<file path="src/rtl/decoder_seq.sv">
// Command-driven one-hot decoder: static DECODE, rotating WALK, CLEAR.
// Rejected commands (reserved mode, out-of-range select) raise a one-cycle err pulse.
module decoder_seq #(
  parameter int SEL_W = 3,
  parameter int OUTS  = 8
) (
  input  logic             i_clk,
  input  logic             i_rst,
  input  logic             i_en,
  input  logic             i_cmd_valid,
  output logic             o_cmd_ready,
  input  logic [1:0]       i_cmd_mode,
  input  logic [SEL_W-1:0] i_cmd_sel,
  input  logic [SEL_W-1:0] i_cmd_len,
  output logic [OUTS-1:0]  o_out,
  output logic             o_out_valid,
  output logic             o_err
);

  localparam logic [1:0] ST_IDLE = 2'd0;
  localparam logic [1:0] ST_HOLD = 2'd1;
  localparam logic [1:0] ST_WALK = 2'd2;

  localparam logic [1:0] MODE_DECODE = 2'b00;
  localparam logic [1:0] MODE_WALK   = 2'b01;
  localparam logic [1:0] MODE_CLEAR  = 2'b10;

  localparam logic [SEL_W:0]   OUTS_LIM = OUTS[SEL_W:0];
  localparam logic [OUTS-1:0]  ONE_OUT  = {{(OUTS-1){1'b0}}, 1'b1};
  localparam logic [SEL_W-1:0] CNT_ONE  = {{(SEL_W-1){1'b0}}, 1'b1};
  localparam logic [SEL_W-1:0] CNT_ZERO = {SEL_W{1'b0}};
  localparam logic [OUTS-1:0]  OUT_ZERO = {OUTS{1'b0}};

  logic [1:0]       r_state;
  logic [OUTS-1:0]  r_out;
  logic [SEL_W-1:0] r_cnt;
  logic             r_err;

  logic             w_accept;
  logic             w_sel_bad;
  logic [OUTS-1:0]  w_onehot;
  logic [OUTS-1:0]  w_rot;

  assign o_cmd_ready = i_en & ~i_rst & (r_state != ST_WALK);
  assign w_accept    = i_cmd_valid & o_cmd_ready;
  assign w_sel_bad   = ({1'b0, i_cmd_sel} >= OUTS_LIM);
  assign w_onehot    = ONE_OUT << i_cmd_sel;
  assign w_rot       = {r_out[OUTS-2:0], r_out[OUTS-1]};

  // Disable masks the ports only; the internal position is kept so a walk resumes in place.
  assign o_out       = i_en ? r_out : OUT_ZERO;
  assign o_out_valid = i_en & (|r_out);
  assign o_err       = i_en & r_err;

  // Command execution and walk sequencing.
  always_ff @(posedge i_clk or posedge i_rst) begin
    if (i_rst) begin
      r_state <= ST_IDLE;
      r_out   <= OUT_ZERO;
      r_cnt   <= CNT_ZERO;
      r_err   <= 1'b0;
    end else if (!i_en) begin
      r_err <= 1'b0;
    end else begin
      r_err <= 1'b0;
      if (w_accept) begin
        case (i_cmd_mode)
          MODE_DECODE, MODE_WALK: begin
            if (w_sel_bad) begin
              r_err   <= 1'b1;
              r_out   <= OUT_ZERO;
              r_cnt   <= CNT_ZERO;
              r_state <= ST_IDLE;
            end else if (i_cmd_mode == MODE_WALK) begin
              r_out   <= w_onehot;
              r_cnt   <= i_cmd_len;
              r_state <= ST_WALK;
            end else begin
              r_out   <= w_onehot;
              r_state <= ST_HOLD;
            end
          end
          MODE_CLEAR: begin
            r_out   <= OUT_ZERO;
            r_cnt   <= CNT_ZERO;
            r_state <= ST_IDLE;
          end
          default: begin
            r_err <= 1'b1;
          end
        endcase
      end else if (r_state == ST_WALK) begin
        if (r_cnt != CNT_ZERO) begin
          r_out <= w_rot;
          r_cnt <= r_cnt - CNT_ONE;
        end else begin
          r_out   <= OUT_ZERO;
          r_state <= ST_IDLE;
        end
      end else begin
        r_state <= r_state;
      end
    end
  end

endmodule

</file>
<file path="config.mk">
export PLATFORM = sky130hd
export DESIGN_NAME = decoder_seq
export DESIGN_NICKNAME = d
export VERILOG_FILES = /design/src/rtl/decoder_seq.sv
export SDC_FILE = /design/constraint.sdc
export NUM_CORES = 1
export LEC_CHECK = 0
export BUFFER_PORTS_ARGS = -buffer_cell sky130_fd_sc_hd__buf_2
export CAP_MARGIN = 20
export CELL_PAD_IN_SITES_DETAIL_PLACEMENT = 0
export CELL_PAD_IN_SITES_GLOBAL_PLACEMENT = 1
export CORE_AREA = 2 2 60 50
export CTS_CLUSTER_SIZE = 10
export DETAILED_ROUTE_END_ITERATION = 12
export DIE_AREA = 0 0 62 52
export PLACE_DENSITY = 0.82
export SYNTH_ARGS = -nofsm -noshare
export SYNTH_HDL_FRONTEND = slang
export SYNTH_SLANG_ARGS = --single-unit
</file>
<file path="constraint.sdc">
create_clock -name i_clk -period 2.23 [get_ports i_clk]
set_input_delay 0 -clock i_clk [delete_from_list [all_inputs] [get_ports i_clk]]
set_output_delay 0 -clock i_clk [all_outputs]
set_load 0.01 [all_outputs]
</file>
==> flow_summary.json, run 1 <==
{
  "cts_sinks": 14,
  "synth_area_leaders": "dfrtp_1 (36%), ha_1 (8.9%), and2_1 (5.7%)",
  "grt_max_degree": 16,
  "htree_levels": 1,
  "status": "complete, no violations",
  "r2r-start": "r_cnt[0]",
  "antenna_found_initial": 0,
  "track_usage_pct": 15.60,
  "numCtsBuffers": 3,
  "slew_viol_final": 0,
  "die-area_mm2": 0.003224,
  "cp_max_fo": 11,
  "synth_top_family_by_area": "simple AND/OR/NAND/NOR gates",
  "layout_common_cells": "buf_2 (22), dfrtp_1 (14), inv_1 (12)",
  "insertion_delay_ns": 0.28,
  "ir_drop_uv": 451.6,
  "dp_hpwl_um": 1648,
  "post-cts-setup-buffers": 0,
  "start_util_pct": 37.08,
  "finish.net_count": 158,
  "num_io_pins": 23,
  "startpoint_type": "register",
  "synthMuxAreaShare_pct": 2.030,
  "fin_crit_sh_pct": 73.28,
  "cts_root_buf": "clkbuf_4",
  "overflow": 0,
  "synth_compound_area_share_pct": 19.80,
  "worstMarginPinSlew_ns": 0.5498,
  "hold_slack_ns": 0.05076,
  "drc": 0,
  "hold_viol": 0,
  "p_leak_nw": 0.5696,
  "hold_class": "input pin to register",
  "relSlewSlack_pct": 63.30,
  "grt_pass1_wl_um": 3643,
  "place.gp.congestion": 0.7470,
  "holdBufCountCts": 1,
  "synth_nets": 133,
  "area_growth_pct": 18.02,
  "drtAntennaViolNets": 0,
  "synthSimpleGateAreaFrac_pct": 26.40,
  "powerDensity_mw_per_mm2": 899.5,
  "synth_fa_ha_area_share_pct": 8.883,
  "yosysTopAreaCell": "dfrtp_1",
  "cts_buffer_depth": 2,
  "drt_iter0_markers": 12,
  "path_class": "register to register",
  "diodes": 0,
  "synth-seq-area-share_pct": 35.53,
  "dr_total_vias": 880,
  "netlist_instances": 114,
  "wl_per_cell_um": 12.53,
  "yosys.area_share.xor_xnor_pct": 0,
  "die_w_um": 62,
  "drtPass1Iterations": 5,
  "synth_seq_cells": 14,
  "clkTransAtPathRegs_ns": 0.08,
  "fmax_mhz": 611.9,
  "grt_pass1_vias": 814,
  "core_area_mm2": 0.002659,
  "critPathArrivalTime_ns": 1.79,
  "synth_cell_types": 35,
  "final_common_cell": "buf_2",
  "die_h_um": 52,
  "hold_start": "i_cmd_valid",
  "netlist.area_leader.share_pct": 35.53,
  "drive_gt1_share_pct": 21.90,
  "num_rows": 17,
  "yosys_warnings": 0,
  "crit_start": "r_cnt[0]",
  "end_kind": "register",
  "setup_viol": 0,
  "crit_required_ns": 2.39,
  "wl_um": 2192,
  "cap_violations": 0,
  "synth.avg_cell_area_um2": 8.649,
  "rsz0062_at_grt": "no",
  "tns_ns": 0,
  "routed_via_density": 5.029,
  "fin_skew_ns": 0.006074,
  "io_buffers": 22,
  "post-route-util_pct": 43.76,
  "syn_area_um2": 985.9,
  "cts-resized-gates": 0,
  "fin_crit_ns": 1.634,
  "cts_tree": "built"
}
layer usage:
layer  vias to the layer above  track usage, %  wire length, um
li1                        453               -                -
met5                         -               0                0
met2                        15           24.65             1014
met1                       410           20.06             1060
met3                         2           5.224               96
met4                         0           4.255               21
final cells by class:
type                       count  area (um^2)
fill                         283         1495
multi-input combinational     83        563.0
sequential                    14        350.3
timing repair buffer          25        135.1
tap                           38        47.55
inverter                      12        45.04
clock buffer                   3        22.52
state kept, by name, indices dropped and copies added, names as in the netlist:
signal	flops
r_out	8
r_cnt	3
r_state	2
r_err	1
path summary, 6_finish.rpt:
kind                         endpoint  slack, ns  cells after the start
setup reg to reg             r_out[4]       0.60                      7
hold / removal               r_out[0]       0.05                      3
max in group asynchronous    r_out[5]       1.54                      3
hold reg to reg            r_state[0]       0.54                      2
min in group asynchronous    r_cnt[1]       0.33                      3
setup / recovery             r_out[4]       0.60                      7
metrics by stage:
step           worst slack [ns]  area [um^2]  std cells  power [mW]
2_1_floorplan            0.6582        985.9        114      0.7660
3_3_place_gp             0.6259         1131        171      0.8986
3_5_place_dp             0.5765         1131        171      0.9093
4_1_cts                  0.5894         1164        175       1.056
5_1_grt                  0.4669         1164        175       1.146
6_report                 0.5958         1164        175       1.047
Yosys cell counts (all sizes together):
library cell	n
nor2b	1
nand4	1
nand3b	1
buf	2
clkbuf	3
a31oi	5
nand2	8
mux2i	2
nor4	2
a32o	1
dfrtp	14
o31ai	2
nor3	1
nand2b	5
and2b	1
nand3	2
a2bb2oi	2
a221oi	1
a211oi	1
nor4b	1
o21ai	8
a21boi	1
nor2	10
nand4b	1
o221a	1
or4b	2
or3	1
ha	7
inv	12
and2	9
o22ai	1
a32oi	4
a21oi	1
kinds of logic (layout without fill, tap and decap cells):
group,count (synthesis),count (layout)
simple gates,46,46
compound gates,28,28
buf+inv,17,40
flops,14,14
fa+ha+maj,7,7
mux,2,2
worst max-delay path, cell delays in order, from the launching register on:
cell and delay [ns]:
dfrtp_1 0.40, inv_1 0.09, ha_1 0.15, ha_1 0.24, a31oi_1 0.06, buf_4 0.18
a221oi_1 0.32, nor2_1 0.07
where the power goes:
part	internal [mW]	switching (mW)
logic	0.216	0.235
clock network	0.0627	0.0779
registers	0.361	0.0950
total	0.639	0.408
(Power assumes the default switching activity.)
==> run 2, diff against run 1 <==
- clock period: 2.23 -> 1.55 ns (I/O delays scaled with it)
==> run 2 against run 1 <==
Net effect:
- fmax up 12%
- first-iteration DRC count rose to 3.5 times the previous value
- design area up 13%
- clock skew down 0.0027 ns
- hold slack better by 0.021 ns
- sequential share of layout area down 3.5 points
- non-clock buffer count up 11
- critical path depth unchanged
- register-to-register slack worse by 0.51 ns
- clock power up 89%
- highest routed layer is now met3
==> flow_summary.json, run 2 (synthesis results as in run 1) <==
{
  "powerDensity_mw_per_mm2": 1322,
  "finish.net_count": 169,
  "fin_crit_ns": 1.464,
  "insertion_delay_ns": 0.28,
  "end_kind": "register",
  "r2r-start": "r_cnt[0]",
  "setup_viol": 0,
  "multi_input_area_um2": 615.6,
  "dp_hpwl_um": 1945,
  "grt_max_degree": 15,
  "grt_pass1_wl_um": 4167,
  "start_util_pct": 37.08,
  "startpoint_type": "register",
  "cap_violations": 0,
  "largest_reg_flops": 8,
  "fin_crit_sh_pct": 94.44,
  "tns_ns": 0,
  "dr_total_vias": 973,
  "cpLargestDelayFamily": "flip-flops",
  "reg2reg_to": "r_out[4]",
  "path_cells": "inv_1, ha_2, ha_4, a31oi_4, buf_4, a221oi_2, nor2_1",
  "crit_buf_inv": 2,
  "rr_worst_depth": 7,
  "cp_slowest_cell": "dfrtp_1",
  "diodes": 0,
  "cts_sinks": 14,
  "antenna_found_initial": 0,
  "post-place-ws_ns": -0.04091,
  "ir_drop_uv": 754.9,
  "path_class": "register to register",
  "whs_endpoint": "r_out[7]",
  "fmax_mhz": 683.2,
  "fin_skew_ns": 0.003382,
  "max_stage_delay_ns": 0.40,
  "clkTransAtPathRegs_ns": 0.09,
  "overflow": 0,
  "die_h_um": 52,
  "htree_levels": 1,
  "place.gp.congestion": 0.8022,
  "critPathArrivalTime_ns": 1.64,
  "finalPower_mw": 1.740,
  "final_common_cell": "buf_2",
  "p_leak_nw": 0.6415,
  "cp_max_fo": 5,
  "fill_cells": 274,
  "top_register": "r_out",
  "hold_start": "i_cmd_sel[0]",
  "drive_gt1_share_pct": 32.89,
  "grt_pass1_vias": 958,
  "drtPass1Iterations": 4,
  "hold_depth": 3,
  "drt_iter0_markers": 42,
  "numCtsBuffers": 3,
  "hold_class": "input pin to register",
  "core_area_mm2": 0.002659,
  "crit_required_ns": 1.72,
  "cp_num_cells": 7,
  "worstMarginPinSlew_ns": 0.5736,
  "cts_tree": "built",
  "drc": 0,
  "relSlewSlack_pct": 61.72,
  "wl_um": 2523,
  "slew_viol_final": 0,
  "drtAntennaViolNets": 0,
  "routed_via_density": 5.203,
  "die-area_mm2": 0.003224,
  "io_buffers": 22,
  "die_w_um": 62,
  "post-route-util_pct": 49.51,
  "cts_buffer_depth": 2,
  "num_rows": 17,
  "register_area_um2": 350.3,
  "hold_viol": 0,
  "wl_per_cell_um": 13.49,
  "num_io_pins": 23,
  "rrSetupSlack_ns": 0.09,
  "area_growth_pct": 33.50,
  "reg_top3": "r_out (8), r_cnt (3), r_state (2)",
  "setup_ws_ns": 0.08625,
  "cts_root_buf": "clkbuf_4",
  "rsz0062_at_grt": "no",
  "track_usage_pct": 17.89,
  "layout_common_cells": "buf_2 (22), dfrtp_1 (14), inv_1 (12), buf_4 (12), nor2_1 (10)",
  "status": "complete, no violations"
}
## run 2: changes by cell type in the layout (fill, tap and decap cells not counted), sizes merged
| cell | before | now |
|---|---|---|
| clkbuf | 3 | 4 |
| buf | 24 | 35 |
## run 2: worst reg2reg max path, stage by stage, from the launching register on
cell and delay, ns:
dfrtp_1 0.40, inv_1 0.08, ha_2 0.19, ha_4 0.16, a31oi_4 0.04, buf_4 0.17, a221oi_2 0.25, nor2_1 0.06
## run 2: worst max-delay path by stage
stage / start / end / slack [ns]
floorplan: r_cnt[0] / r_cnt[0] / 0.07
global placement: r_cnt[0] / r_out[4] / -0.01
detailed placement: i_cmd_mode[0] / r_cnt[0] / -0.04
CTS: r_cnt[0] / r_cnt[0] / 0.02
global route: r_cnt[0] / r_out[4] / 0.006
finish: r_cnt[0] / r_out[4] / 0.09
## run 2: metrics by stage
step	area (um^2)	instances	hold WS, ns
global placement	1184	178	0.1054
floorplan	987.2	114	-0.1108
global route	1316	187	0.08247
detailed placement	1184	178	0.1108
CTS	1261	185	0.05301
finish	1316	187	0.07171
## run 2: timing repair
item | in CTS | in global routing
pin swaps | 0 | 0
setup endpoints to repair | 4 | 13
setup buffers | 1 | 2
resized for setup | 4 | 9
hold endpoints to repair | 14 | 0
cloned | 1 | 0
hold buffers | 1 | 0
## run 2: layout make-up
type	count	share of cell area [%]
timing repair buffer	36	16.83
sequential	14	26.62
tap	38	3.612
multi-input combinational	83	46.77
clock buffer	4	2.757
inverter	12	3.422
## run 2: power by group
group / switching, mW / total, mW / internal [mW]
logic: 0.398 / 0.819 / 0.421
clock network: 0.123 / 0.266 / 0.143
registers: 0.137 / 0.656 / 0.519
total: 0.658 / 1.74 / 1.08
## run 2: per-layer routing
| metal | track usage [%] | wire, um | up-vias |
|---|---|---|---|
| li1 | - | - | 479 |
| met1 | 21.90 | 1151 | 459 |
| met2 | 31.08 | 1223 | 35 |
| met3 | 4.975 | 148 | 0 |
| met4 | 3.191 | 0 | 0 |
| met5 | 0 | 0 | - |
